`config.mk`:
```
export PLATFORM = sky130hd
export DESIGN_NAME = fetch_unit
export DESIGN_NICKNAME = d
export VERILOG_FILES = /design/src/rtl/fetch_unit.sv
export SDC_FILE = /design/constraint.sdc
export NUM_CORES = 1
export LEC_CHECK = 0
export CAP_MARGIN = 10
export CORE_AREA = 10 10 138 140
export CTS_CLUSTER_SIZE = 14
export DETAILED_ROUTE_END_ITERATION = 16
export DIE_AREA = 0 0 148 150
export PLACE_DENSITY = 0.67
export SLEW_MARGIN = 20
export SYNTH_ARGS = -nofsm -noshare
export SYNTH_HDL_FRONTEND = slang
export SYNTH_SLANG_ARGS = --single-unit
```
`constraint.sdc`:
```
create_clock -name CLK -period 5 [get_ports CLK]
set_input_delay 1 -clock CLK [delete_from_list [all_inputs] [get_ports CLK]]
set_output_delay 1 -clock CLK [all_outputs]
set_load 0.005 [all_outputs]
```
`src/rtl/fetch_unit.sv`:
```
// fetch_unit: instruction fetch and PC sequencing for a multi-cycle core.
// Fetches one word per instruction, holds it while the datapath executes,
// then steps the PC by the selected source (next / branch / jump / register).
//
// Ports:
//   CLK, RST      clock and synchronous active-high reset
//   ihit, iload   instruction memory handshake and returned word
//   iREN, iaddr   instruction read request and address (always pc)
//   instruction   latched instruction word for the control unit
//   instr_valid   instruction holds a fetched word awaiting execution
//   advance       datapath finished the current instruction
//   PCSrc         next-PC select: 0 NEXT, 1 BRANCH, 2 JUMP, 3 REG
//   imm16         branch offset in words
//   load_addr     absolute jump target
//   reg_target    register-file value used as the JR target
//   halt, halted  HALT decoded / sticky stopped indication
//   pc, pc_plus4  current PC and its link value
module fetch_unit #(
    parameter logic [31:0] PC_INIT = 32'h0000_0000
) (
    input  logic        CLK,
    input  logic        RST,
    input  logic        ihit,
    input  logic [31:0] iload,
    output logic        iREN,
    output logic [31:0] iaddr,
    output logic [31:0] instruction,
    output logic        instr_valid,
    input  logic        advance,
    input  logic [1:0]  PCSrc,
    input  logic [15:0] imm16,
    input  logic [31:0] load_addr,
    input  logic [31:0] reg_target,
    input  logic        halt,
    output logic        halted,
    output logic [31:0] pc,
    output logic [31:0] pc_plus4
);

    localparam int unsigned WORD_W = 32;
    localparam int unsigned SEL_W  = 2;

    localparam logic [SEL_W-1:0] SRC_NEXT   = SEL_W'(0);
    localparam logic [SEL_W-1:0] SRC_BRANCH = SEL_W'(1);
    localparam logic [SEL_W-1:0] SRC_JUMP   = SEL_W'(2);
    localparam logic [SEL_W-1:0] SRC_REG    = SEL_W'(3);

    typedef enum logic [1:0] {
        FETCH  = 2'b00,
        EXEC   = 2'b01,
        HALTED = 2'b10
    } state_t;

    state_t            state;
    state_t            state_nxt;
    logic [WORD_W-1:0] pc_nxt;
    logic [WORD_W-1:0] instruction_nxt;
    logic [WORD_W-1:0] next_pc;
    logic [WORD_W-1:0] branch_off;

    // Word offset sign-extended and scaled to bytes.
    assign branch_off = {{14{imm16[15]}}, imm16, 2'b00};
    assign pc_plus4   = pc + WORD_W'(4);

    // Next-PC select; all arithmetic wraps modulo 2^32.
    always_comb begin
        next_pc = pc_plus4;
        case (PCSrc)
            SRC_NEXT:   next_pc = pc_plus4;
            SRC_BRANCH: next_pc = pc_plus4 + branch_off;
            SRC_JUMP:   next_pc = load_addr;
            SRC_REG:    next_pc = reg_target;
            default:    next_pc = pc_plus4;
        endcase
    end

    // State, PC and instruction registers; reset overrides everything.
    always_ff @(posedge CLK) begin
        if (RST) begin
            state       <= FETCH;
            pc          <= PC_INIT;
            instruction <= '0;
        end else begin
            state       <= state_nxt;
            pc          <= pc_nxt;
            instruction <= instruction_nxt;
        end
    end

    // Next-state logic; halt beats advance in EXEC.
    always_comb begin
        state_nxt       = state;
        pc_nxt          = pc;
        instruction_nxt = instruction;
        case (state)
            FETCH: begin
                if (ihit) begin
                    instruction_nxt = iload;
                    state_nxt       = EXEC;
                end
            end
            EXEC: begin
                if (halt) begin
                    state_nxt = HALTED;
                end else if (advance) begin
                    pc_nxt    = next_pc;
                    state_nxt = FETCH;
                end
            end
            HALTED: begin
                state_nxt = HALTED;
            end
            default: begin
                state_nxt = FETCH;
            end
        endcase
    end

    // Status outputs decoded from the state register only.
    assign iREN        = (state == FETCH);
    assign instr_valid = (state == EXEC);
    assign halted      = (state == HALTED);
    assign iaddr       = pc;

endmodule

```
* Yosys cells after proc, flatten, opt, wreduce, memory -nomap -nowiden
Index checks and enable logic that the tools add are counted.
Word-level totals: input bits 119, output and inout bits 131, word-level logic and storage cells 23, register bits after elaboration 66
Cells by class: equal/unequal tests 7, multiplexer cells 5, bitwise logic cells 1, reduce and logical (&&, ||, !) cells 5, add/subtract/negate cells 2
Operators with widths (count):
- $pmux 32 s4 | 1
- $add 32x3->32 const B | 1
- $add 32x32->32 | 1
- $eq 2x2->1 const B | 3
- $mux 2 | 3
- $pmux 2 s3 | 1
- $eq 2x1->1 const B | 2
- $logic_not 2->1 | 2
- $reduce_and 2->1 | 2
- $ne 3x1->1 const B | 1
- $reduce_and 3->1 | 1
- $ne 2x2->1 const B | 1
- $not 1->1 | 1

* Logic depth before layout (Yosys ltp)
depth after elaboration 3, mapped depth 18, depth with buffers taken out 17

* Least setup slack after synthesis
No wires, ideal clock.
path kind register to register, start point reg pc[2] (netlist: iaddr[2]), end point reg pc[31] (netlist: iaddr[31]), slack 1.066 ns, arrival 3.805 ns, stages on the path, launching flop included 18, setup time 0.129 ns, buffers on the path 1, path through dfxtp_1 ha_1 nand3_1 nor2_2 and4_1 nand4_1 xnor2_1 ha_1 clkbuf_1 a21o_1 a21o_1 a21oi_1 o21ai_0 or4_1 o221ai_1 xnor2_1 mux2i_1 a21oi_1
On the way: cells in the longest elaborated chain, start to end 3
Ends and longest elaborated chain:
- start, declared | line 36 | output logic [31:0] pc,
- start signal, assigned | line 85 | pc <= pc_nxt;
- $add 32x3->32 | line 63 | assign pc_plus4 = pc + WORD_W'(4);
- net pc_plus4[22] | line 37 | output logic [31:0] pc_plus4
- $add 32x32->32 | line 70 | SRC_BRANCH: next_pc = pc_plus4 + branch_off;
- $pmux 32 s4 | line 68 | case (PCSrc)
The timed path passes the listed nets, and every way through them passes these cells. A chain may end at the register's enable or synchronous reset.

* Worst setup path in the final report
start point reg pc[2] (netlist: iaddr[2]), end point reg pc[31] (netlist: iaddr[31])
On the way: cells in the longest elaborated chain, start to end 3
Ends and longest elaborated chain (line):
- $add 32x3->32 * | 63
- $add 32x32->32 | 70
- $pmux 32 s4 * | 68
Mark *: on every way between the ends. The rest lies on a longest branch, timed or not.

==> metrics.md <==
| Metric | Value |
|---|---|
| Setup tns final | `0 ps` |
| Slowest cell on crit path | `dfxtp_1` |
| Grt ovf | `0` |
| Synth-to-Final Area Change | `49.3%` |
| Ratio of final minimum period to clock period | `88.8%` |
| Final Total Pwr | `1.74 mW` |
| Chip Width | `148 µm` |
| FILL cells | `1641` |
| Post-cts sizing count | `0` |
| Hpwl dp | `18.2 mm` |
| Cell chain of the critical path | `ha_1 -> nand3_1 -> nor2_2 -> and4_1 -> nand4_1 -> xnor2_1 -> ha_1 -> a21o_1 -> a21o_1 -> a21oi_1 -> o21ai_0 -> or4_1 -> o221ai_1 -> xnor2_1 -> mux2i_1 -> a21oi_1` |
| Worst Tran Pin Value | `844 ps` |
| Multi-input logic area | `3800 µm²` |
| Crit path capture type | `flop` |
| Initial antenna violation count | `0` |
| Final Hold Slack | `450 ps` |
| GR Util met1 | `24.9%` |
| Initial core utilization | `34.2%` |
| CP Class | `reg -> reg` |
| Routed len/inst | `20.1 µm` |
| Post-layout minimum cycle time | `4440 ps` |
| Final hold viol count | `0` |
| Root Buffer | `clkbuf_16` |
| CP Buf/Inv Count | `0` |
| Post-route insts no fill | `1160` |
| Final setup fails | `0` |
| Vias in the first global route | `6050` |
| Remaining antenna violation count | `0` |
| Max capacitance violation total | `0` |
| Met3 Track Usage GR | `4.62%` |
| Seq cells post-synth | `66` |
| Cell row count | `47` |
| Distinct cells, synth | `64` |
| CTS tree | `built` |
| H-tree lvl count | `3` |
| Post-route core utilization | `51.1%` |
| Via count | `6147` |
| Yosys warns | `0` |
| Power Density | `208 nW/µm²` |
| RD Place Congestion | `0.935` |
| Slew HR | `43.2%` |
| Highest clock rate | `0.225 GHz` |
| Worst EP arrival | `4640 ps` |
| Hold buffers post-CTS | `0` |
| Worst-Skew Late Latency | `350 ps` |
| Proportion of synthesized flip-flops having asynchronous set or reset | `0%` |
| Power share of the combinational group | `25.8%` |
| Setup WS post-layout | `562 ps` |
| Total CTS buffers | `9` |
| Storage element area | `1320 µm²` |
| Placed cells | `1144` |
| Outcome | `completed` |
| Pins Over Slew Limit | `0` |
| Post-synth EDFFs | `0` |
| Sw frac | `28.3%` |
| Clock power frac | `41.2%` |
| DP Area | `8030 µm²` |
| Worst stage delay on the critical path | `480 ps` |
| Largest net degree at the start of global routing | `46` |
| NumNets Final | `1089` |
| Post-synthesis sequential area ratio | `23.6%` |
| P_int | `1.25 mW` |
| Clock Tree Buf Depth | `2` |
| GR Util met2 | `33.9%` |
| GRT Total Usage | `20.1%` |
| I/O Pins | `250` |
| Worst-case clock skew | `6.56 ps` |
| Crit-path max FO | `9` |
| Die Ht | `150 µm` |
| Hold/Removal Path Class | `reg -> reg` |
| Syn Area/Cell | `7.58 µm²` |
| Family with the most delay on the worst path | `simple AND/OR/NAND/NOR gates` |
| DRT iter0 DRCs | `335` |
| Top FF cell, synth | `dfxtp_1` |
| Final WL | `23.4 mm` |
| RSZ-0062 raised after global routing | `no` |
| Drt first pass iters | `5` |
| Residual DRC count | `0` |
| Pleak | `3.25 nW` |
| Worst setup SP type | `flop` |
| Clock sink count | `66` |
| Reg power frac | `33.0%` |
| Share of cells above drive strength 1 | `5.85%` |
| N_diodes | `0` |
| Required @ worst endpoint | `5200 ps` |
| Netlist Area Pre-Place | `5600 µm²` |
| Place WS | `627 ps` |
| GR peak layer | `met2` |
| Vias/cell | `5.30` |
| Postcts setup bufs | `0` |
| Post-route cell area | `8360 µm²` |
| Global-route wire length before repair | `35.4 mm` |
| Maximum VDD drop | `0.165 mV` |
| Core area | `16300 µm²` |
| Sw Pwr | `492 µW` |
| Full die area | `22200 µm²` |
| Cells after Synth | `739` |
| Port Buffer Count | `249` |
| Syn Nets | `893` |
| Reg clk slew, reported paths | `60 ps` |
-- worst reg2reg max path, cell delays in order (launching register included) --
cell      delay, ps
dfxtp_1         480
ha_1            270
nand3_1         200
nor2_2          370
and4_1          360
nand4_1         140
xnor2_1         280
ha_1            370
a21o_1          230
a21o_1          170
a21oi_1         180
o21ai_0         120
or4_1           470
o221ai_1        190
xnor2_1         160
mux2i_1         210
a21oi_1          80
-- per-layer routing --
metal,wire length (µm),vias up
li1,-,2997
met1,10200,2900
met2,11300,225
met3,1470,25
met4,396,0
met5,0,-
-- cell type report --
| type | instances | area share [%] |
|---|---|---|
| Clock inverter | 6 | 1.06 |
| Tap cell | 220 | 3.29 |
| Timing Repair Buffer | 258 | 30.7 |
| Inverter | 19 | 0.853 |
| Sequential cell | 66 | 15.8 |
| Clock buffer | 10 | 2.86 |
| Multi-Input combinational cell | 581 | 45.5 |
-- sequential cells by signal, indices dropped and copies added, names as in the netlist --
signal	cells
iaddr	32
instruction	32
state	2
-- power by group through the flow --
| stage | clock [mW] | sequential (mW) | combinational, mW |
|---|---|---|---|
| after floorplan | 0 | 0.583 | 0.218 |
| after global placement | 0 | 0.585 | 0.448 |
| after detailed placement | 0 | 0.586 | 0.448 |
| after CTS | 0.729 | 0.575 | 0.451 |
| after global routing | 0.745 | 0.579 | 0.490 |
| final | 0.717 | 0.575 | 0.449 |
-- path summary, 6_finish.rpt --
| kind | from | endpoint | slack [ps] | depth (start not counted) |
|---|---|---|---|---|
| worst min-delay path | instruction[17]$_SDFFE_PP0P_ | instruction[17]$_SDFFE_PP0P_ | 450 | 2 |
| worst max register to register | iaddr[2]$_SDFFE_PP0P_ | iaddr[31]$_SDFFE_PP0P_ | 560 | 16 |
| worst min register to register | instruction[17]$_SDFFE_PP0P_ | instruction[17]$_SDFFE_PP0P_ | 450 | 2 |
| worst max-delay path | iaddr[2]$_SDFFE_PP0P_ | iaddr[31]$_SDFFE_PP0P_ | 560 | 16 |
-- placed cells by master (no fill, tap or decap), drive strengths merged, types with 7 or more instances in the layout --
cell / n
buf: 11
nor3: 23
a211oi: 14
and3: 9
dfxtp: 66
o21ai: 38
o211ai: 8
nand4: 7
nand2: 118
mux4: 12
xor2: 19
mux2i: 15
xnor2: 28
inv: 20
clkdlybuf4s50: 247
nor2: 62
nand3: 15
o21a: 7
ha: 34
a21oi: 78
clkbuf: 10
a21o: 8
a31oi: 8
-- Yosys cell counts, types with 2 or more instances --
master,instances,area [µm²]
o211ai_1,8,60.1
a221o_1,2,20.0
o22ai_1,6,37.5
xnor2_1,28,245
o31a_1,2,17.5
nand3b_1,2,15.0
xor2_1,19,166
a21o_1,8,60.1
mux2i_1,15,150
mux4_2,12,270
a311oi_1,4,35.0
buf_2,2,10.0
nand4_1,7,43.8
or3_1,3,18.8
or4_1,2,15.0
nand2b_1,6,37.5
mux2_2,2,22.5
nor3b_1,2,15.0
o21ai_0,37,185
inv_1,19,71.3
o21bai_1,5,37.5
a211oi_1,12,90.1
nor3_1,22,110
and2_1,3,18.8
a211o_1,2,17.5
clkbuf_1,33,124
and3_1,9,56.3
nand2_1,118,443
buf_4,35,263
a31oi_1,8,50.1
ha_1,34,425
a2111oi_0,4,35.0
nand3_1,14,70.1
nor2_1,61,229
or2_2,3,18.8
a211oi_2,2,25.0
buf_1,3,11.3
a21oi_1,78,390
o21a_1,7,52.6
o31ai_1,2,15.0
nor2b_1,6,37.5
dfxtp_1,66,1320
and4_1,3,26.3
o2111ai_1,3,26.3
-- logic make-up (layout without fill, tap and decap cells) --
family	after synthesis	in the layout	share of synthesized area, %
mux	29	29	7.91
compound gates	201	201	22.5
xor+xnor	47	47	7.35
flops	66	66	23.6
simple gates	269	269	22.2
buf+inv	92	293	8.56
fa+ha+maj	35	35	7.96
No activity file was read; power rests on OpenSTA's default activity.
